`config.mk`:
```
export PLATFORM = sky130hd
export DESIGN_NAME = time_set_ctrl
export DESIGN_NICKNAME = d
export VERILOG_FILES = /design/src/rtl/world_clock_pkg.sv /design/src/rtl/btn_repeat.sv /design/src/rtl/time_set_ctrl.sv
export SDC_FILE = /design/constraint.sdc
export NUM_CORES = 1
export LEC_CHECK = 0
export CORE_AREA = 4 4 80 89
export DETAILED_ROUTE_END_ITERATION = 8
export DIE_AREA = 0 0 84 93
export DONT_BUFFER_PORTS = 1
export GPL_ROUTABILITY_DRIVEN = 1
export SKIP_CTS_REPAIR_TIMING = 1
export SLEW_MARGIN = 5
export SYNTH_ARGS = -nofsm -noshare
export SYNTH_HDL_FRONTEND = slang
export SYNTH_SLANG_ARGS = --single-unit
```
`constraint.sdc`:
```
create_clock -name clk12m -period 3.15 [get_ports clk12m]
set_input_delay 0.1575 -clock clk12m [delete_from_list [all_inputs] [get_ports clk12m]]
set_output_delay 0.1575 -clock clk12m [all_outputs]
set_load 0.05 [all_outputs]
```
`src/rtl/world_clock_pkg.sv`:
```
// Shared types and constants for the world-clock timekeeping path.
// Zone arithmetic helper used to derive the local hour from UTC.
package world_clock_pkg;

    typedef enum logic [1:0] {
        RUN      = 2'd0,
        SET_HR   = 2'd1,
        SET_MIN  = 2'd2,
        SET_ZONE = 2'd3
    } mode_t;

    localparam int ZONE_MIN      = -12;
    localparam int ZONE_MAX      = 14;
    localparam int HOURS_PER_DAY = 24;
    localparam int MINS_PER_HR   = 60;

    localparam logic [4:0]        HR_LAST  = 5'(HOURS_PER_DAY - 1);
    localparam logic [5:0]        MIN_LAST = 6'(MINS_PER_HR - 1);
    localparam logic signed [4:0] ZONE_LO  = 5'(ZONE_MIN);
    localparam logic signed [4:0] ZONE_HI  = 5'(ZONE_MAX);
    localparam logic signed [6:0] DAY_S7   = 7'(HOURS_PER_DAY);

    // A single +/-24 correction suffices since the raw sum stays within -12..37.
    function automatic logic [4:0] zone_hour(input logic [4:0] hr, input logic signed [4:0] zn);
        logic signed [6:0] sum;
        sum = $signed({2'b00, hr}) + 7'(zn);
        if (sum < 0)
            sum = sum + DAY_S7;
        else if (sum >= DAY_S7)
            sum = sum - DAY_S7;
        return sum[4:0];
    endfunction

endpackage

```
`src/rtl/btn_repeat.sv`:
```
// Button step generator: one-cycle pulse on press edge, plus held-button repeat when AUTO_REPEAT_EN.
// Step fires on the edge sampling btn=1, btn_q=0; no backpressure, pulses are never held off.
module btn_repeat #(
    parameter int REPEAT_DELAY  = 6_000_000,
    parameter int REPEAT_PERIOD = 1_500_000
) (
    input  logic clk,
    input  logic rst,
    input  logic btn,
    input  logic hold_en,
    output logic step
);

    logic btn_q;
    logic press;

    assign press = btn & ~btn_q;

    always_ff @(posedge clk or posedge rst) begin
        if (rst)
            btn_q <= 1'b0;
        else
            btn_q <= btn;
    end

`ifdef AUTO_REPEAT_EN
    localparam int CNT_W = $clog2(REPEAT_DELAY + 1);

    logic [CNT_W-1:0] hold_cnt;
    logic             rep_step;

    // Counter holds cycles since the press edge; reloading keeps later steps PERIOD apart.
    assign rep_step = btn & hold_en & ~press & (hold_cnt == CNT_W'(REPEAT_DELAY));

    always_ff @(posedge clk or posedge rst) begin
        if (rst)
            hold_cnt <= '0;
        else if (!(btn && hold_en))
            hold_cnt <= '0;
        else if (press)
            hold_cnt <= CNT_W'(1);
        else if (rep_step)
            hold_cnt <= CNT_W'(REPEAT_DELAY - REPEAT_PERIOD + 1);
        else if (hold_cnt != '0)
            hold_cnt <= hold_cnt + CNT_W'(1);
    end

    assign step = press | rep_step;
`else
    logic unused_cfg;
    assign unused_cfg = hold_en | (REPEAT_DELAY != REPEAT_PERIOD);

    assign step = press;
`endif

endmodule

```
`src/rtl/time_set_ctrl.sv`:
```
// UTC timekeeping plus four-mode set FSM and zone offset; fields update 1 cycle after tick/press.
// No backpressure; optional held-button auto-repeat selected by AUTO_REPEAT_EN.
module time_set_ctrl
    import world_clock_pkg::*;
#(
    parameter int CLK_HZ        = 12_000_000,
    parameter int REPEAT_DELAY  = CLK_HZ / 2,
    parameter int REPEAT_PERIOD = CLK_HZ / 8
) (
    input  logic              clk12m,
    input  logic              reset,
    input  logic              clk1hz,
    input  logic              btn_mode,
    input  logic              btn_up,
    input  logic              btn_down,
    output logic [1:0]        mode,
    output logic [4:0]        hours,
    output logic [5:0]        minutes,
    output logic [5:0]        seconds,
    output logic signed [4:0] zone,
    output logic [4:0]        local_hour,
    output logic              blank_hr,
    output logic              blank_min,
    output logic              blank_zone
);

    mode_t             mode_r, mode_nxt;
    logic [4:0]        hr_r, hr_nxt;
    logic [5:0]        min_r, min_nxt;
    logic [5:0]        sec_r, sec_nxt;
    logic signed [4:0] zone_r, zone_nxt;

    logic clk1hz_q;
    logic btn_mode_q;
    logic tick;
    logic mode_press;
    logic up_step, down_step;
    logic step_up, step_down;
    logic hold_en;
    logic time_runs;

    assign tick       = clk1hz & ~clk1hz_q;
    assign mode_press = btn_mode & ~btn_mode_q;
    assign hold_en    = (mode_r != RUN) & (btn_up ^ btn_down) & ~mode_press;

    btn_repeat #(
        .REPEAT_DELAY  (REPEAT_DELAY),
        .REPEAT_PERIOD (REPEAT_PERIOD)
    ) u_rep_up (
        .clk     (clk12m),
        .rst     (reset),
        .btn     (btn_up),
        .hold_en (hold_en),
        .step    (up_step)
    );

    btn_repeat #(
        .REPEAT_DELAY  (REPEAT_DELAY),
        .REPEAT_PERIOD (REPEAT_PERIOD)
    ) u_rep_down (
        .clk     (clk12m),
        .rst     (reset),
        .btn     (btn_down),
        .hold_en (hold_en),
        .step    (down_step)
    );

    // A mode press swallows any coincident step; opposing steps cancel.
    assign step_up   = up_step & ~down_step & ~mode_press;
    assign step_down = down_step & ~up_step & ~mode_press;
    assign time_runs = tick & ((mode_r == RUN) | (mode_r == SET_ZONE));

    always_ff @(posedge clk12m or posedge reset) begin
        if (reset) begin
            mode_r     <= RUN;
            clk1hz_q   <= 1'b0;
            btn_mode_q <= 1'b0;
        end else begin
            mode_r     <= mode_nxt;
            clk1hz_q   <= clk1hz;
            btn_mode_q <= btn_mode;
        end
    end

    always_comb begin
        mode_nxt = mode_r;
        if (mode_press) begin
            case (mode_r)
                RUN:      mode_nxt = SET_HR;
                SET_HR:   mode_nxt = SET_MIN;
                SET_MIN:  mode_nxt = SET_ZONE;
                SET_ZONE: mode_nxt = RUN;
                default:  mode_nxt = RUN;
            endcase
        end
    end

    always_comb begin
        hr_nxt   = hr_r;
        min_nxt  = min_r;
        sec_nxt  = sec_r;
        zone_nxt = zone_r;

        if (time_runs) begin
            if (sec_r == MIN_LAST) begin
                sec_nxt = '0;
                if (min_r == MIN_LAST) begin
                    min_nxt = '0;
                    hr_nxt  = (hr_r == HR_LAST) ? '0 : hr_r + 5'd1;
                end else begin
                    min_nxt = min_r + 6'd1;
                end
            end else begin
                sec_nxt = sec_r + 6'd1;
            end
        end

        if (mode_press && mode_r == RUN)
            sec_nxt = '0;

        case (mode_r)
            SET_HR: begin
                if (step_up)
                    hr_nxt = (hr_r == HR_LAST) ? '0 : hr_r + 5'd1;
                else if (step_down)
                    hr_nxt = (hr_r == '0) ? HR_LAST : hr_r - 5'd1;
            end
            SET_MIN: begin
                if (step_up)
                    min_nxt = (min_r == MIN_LAST) ? '0 : min_r + 6'd1;
                else if (step_down)
                    min_nxt = (min_r == '0) ? MIN_LAST : min_r - 6'd1;
            end
            SET_ZONE: begin
                if (step_up && zone_r < ZONE_HI)
                    zone_nxt = zone_r + 5'sd1;
                else if (step_down && zone_r > ZONE_LO)
                    zone_nxt = zone_r - 5'sd1;
            end
            default: ;
        endcase
    end

    always_ff @(posedge clk12m or posedge reset) begin
        if (reset) begin
            hr_r   <= '0;
            min_r  <= '0;
            sec_r  <= '0;
            zone_r <= '0;
        end else begin
            hr_r   <= hr_nxt;
            min_r  <= min_nxt;
            sec_r  <= sec_nxt;
            zone_r <= zone_nxt;
        end
    end

    assign mode       = mode_r;
    assign hours      = hr_r;
    assign minutes    = min_r;
    assign seconds    = sec_r;
    assign zone       = zone_r;
    assign local_hour = zone_hour(hr_r, zone_r);
    assign blank_hr   = (mode_r == SET_HR) & ~clk1hz;
    assign blank_min  = (mode_r == SET_MIN) & ~clk1hz;
    assign blank_zone = (mode_r == SET_ZONE) & ~clk1hz;

endmodule

```
==> flow_metrics.tcl <==
set metrics [dict create \
    status "completed" \
    final_common_cell "buf_4" \
    place_area_sq_um 2680 \
    hold_class "in2reg" \
    synth_cells 291 \
    drc 0 \
    synth-seq-area-share_pct 29.0 \
    start_util_pct 39.2 \
    grt_pass1_wl_mm 10.2 \
    cp_data_required_time_ns 2.99 \
    vias_per_cell 5.77 \
    tritoncts "yes" \
    post-route-period-util_pct 99.9 \
    cp-end-kind "output port" \
    fin_crit_ns 3.15 \
    setup_viol 0 \
    final_cell_mix "26 x buf_4, 25 x nand2_1, 25 x dfrtp_1, 22 x o21ai_0, 19 x ha_1" \
    syn_nets 320 \
    core-area_sq_um 6160 \
    cp_num_buf_inv 1 \
    dpl.cell_count 380 \
    n_antenna_cell 0 \
    synth_seq_cells 28 \
    antenna_found_initial 0 \
    finalHoldViolCount 0 \
    synth-async-reset-ratio_pct 100 \
    gp_congestion 0.845 \
    fin_cells 390 \
    rows 30 \
    vias 2249 \
    cts_htree_levels 1 \
    rsz0062_at_grt "yes" \
    drv_cap 0 \
    worstSetupPathType "reg2out" \
    die-area_sq_um 7810 \
    dp_hpwl_mm 4.50 \
    start_kind "flop" \
    fin_worst_hold_slack_ns 0.258 \
    synth_area_per_cell_sq_um 8.30 \
    cpMostUsedCell "ha_4" \
    globalRouteOverflowTotal 0 \
    synth-edff-count 0 \
    antenna_left 0 \
    clockRootBuffer "clkbuf_8" \
    cp_slowest_cell "or3_4" \
    final_core_util_pct 46.3 \
    clk_pin_slew_worst_paths_ns 0.10 \
    numCtsBuffers 3 \
    cts.sinks 28 \
    skew_ns 0.00290 \
    io_buffer_count 0 \
    ios 38 \
    die_h_um 93 \
    cp_max_fo 5 \
    routed_wl_mm 6.21 \
    drt_iter0_markers 93 \
    yosysUniqueCellTypes 52 \
    critical_path.top_delay_family "simple AND/OR/NAND/NOR gates" \
    max_stage_delay_ns 0.49 \
    slew_headroom_pct 49.3 \
    clock_path_buffers 2 \
    drv_slew 0 \
    synth_ff_type "dfrtp_1" \
    grt_pass1_vias 2095 \
    crit_arrival_ns 2.99 \
    drt-wirelength-per-cell_um 15.9 \
    finalInstanceArea_sq_um 2850 \
    synthToLayoutAreaGrowth_pct 17.9 \
    drive_gt1_share_pct 18.1 \
    yosysWarnings 0 \
    grt_max_degree 29 \
    clkLatencyLatePin_ns 0.27 \
    die_w_um 84 \
    firstDrtPassIters 4 \
    num-nets-final 340 \
    crit_chain "ha_4 -> fa_2 -> a21o_1 -> a211oi_4 -> nor2_2 -> inv_2 -> ha_4 -> or3b_4 -> o22ai_2 -> or3_4" \
    max_freq_mhz 318 \
    grt.total_usage_pct 15.7 \
    worst_pin_slew_ns 0.760 \
    netlist_area_sq_um 2420 \
]
-- stage by stage --
step,TNS (ns),setup slack (ns)
after floorplan,0,0.105
after global placement,0,0.199
after detailed placement,0,0.138
after CTS,-0.178,-0.178
after global routing,-0.0816,-0.0816
final,0,0.00448
-- layout make-up --
type | count | area, sq um
fill | 611 | 3310
multi-input combinational | 233 | 1670
sequential | 28 | 704
timing repair buffer | 32 | 265
tap | 80 | 100
clock buffer | 4 | 55.1
inverter | 13 | 48.8
-- cell usage after synthesis (3+ instances only) --
library cell / count / area share [%]
a22o_1: 3 / 1.1
nand3_1: 10 / 2.1
ha_1: 21 / 11
o22ai_1: 7 / 1.8
nor2b_1: 4 / 1.0
or3_1: 6 / 1.6
nand4_1: 4 / 1.0
xor2_1: 12 / 4.4
a22oi_1: 4 / 1.2
nand2b_1: 3 / 0.78
dfrtp_1: 28 / 29
o21ai_0: 22 / 4.6
nand2_1: 25 / 3.9
nor2_1: 19 / 3.0
and3_1: 3 / 0.78
a32oi_1: 3 / 1.1
nor4b_1: 3 / 1.1
mux2i_1: 3 / 1.2
a31oi_1: 4 / 1.0
nor3_1: 8 / 1.7
clkbuf_1: 10 / 1.6
xnor2_1: 7 / 2.5
nor4_1: 3 / 0.78
inv_1: 13 / 2.0
a21oi_1: 18 / 3.7
a21o_1: 5 / 1.6
buf_2: 5 / 1.0
-- logic make-up (layout without fill, tap and decap cells) --
kind of cell,after synthesis,in the layout,share of synthesized area [%]
adder cells (fa/ha/maj),23,23,12.5
XOR/XNOR,19,19,6.89
flip-flops,28,28,29.0
AND/OR/NAND/NOR,104,104,23.1
buffers and inverters,30,49,4.92
multiplexers,4,4,1.71
AO/OA/AOI/OAI,83,83,21.9
-- registers in the layout, indices dropped and copies added (netlist names) --
signal / flops
hours: 5
u_rep_down.btn_q: 1
u_rep_up.btn_q: 1
seconds: 6
mode: 2
clk1hz_q: 1
minutes: 6
zone: 5
btn_mode_q: 1
-- worst min-delay path, cell delays in order --
cell,delay [ns]
nor3b_1,0.17
nand3_1,0.11
a21oi_1,0.06
-- metal layers --
layer	global-route usage, %	share of wire (%)	vias to the layer above
met5	0	0	-
met4	2.68	0.40	0
met3	3.44	7.1	2
met2	27.6	48	59
met1	20.0	45	1090
li1	-	-	1098
-- worst paths after layout --
kind | startpoint | endpoint | slack [ns] | cells past startpoint
worst max-delay path | hours[0] | local_hour[4] | 0.004 | 10
worst min-delay path | clk1hz | seconds[1] | 0.26 | 3
worst max register to register | minutes[1] | hours[3] | 0.65 | 6
worst min register to register | mode[1] | mode[1] | 0.62 | 2
max in group asynchronous | reset | zone[0] | 2.47 | 3
min in group asynchronous | reset | seconds[4] | 0.39 | 3
Power is left out: the tool's default activity adds up to more than one toggle a clock period on the data nets, which glitch-free logic cannot reach.
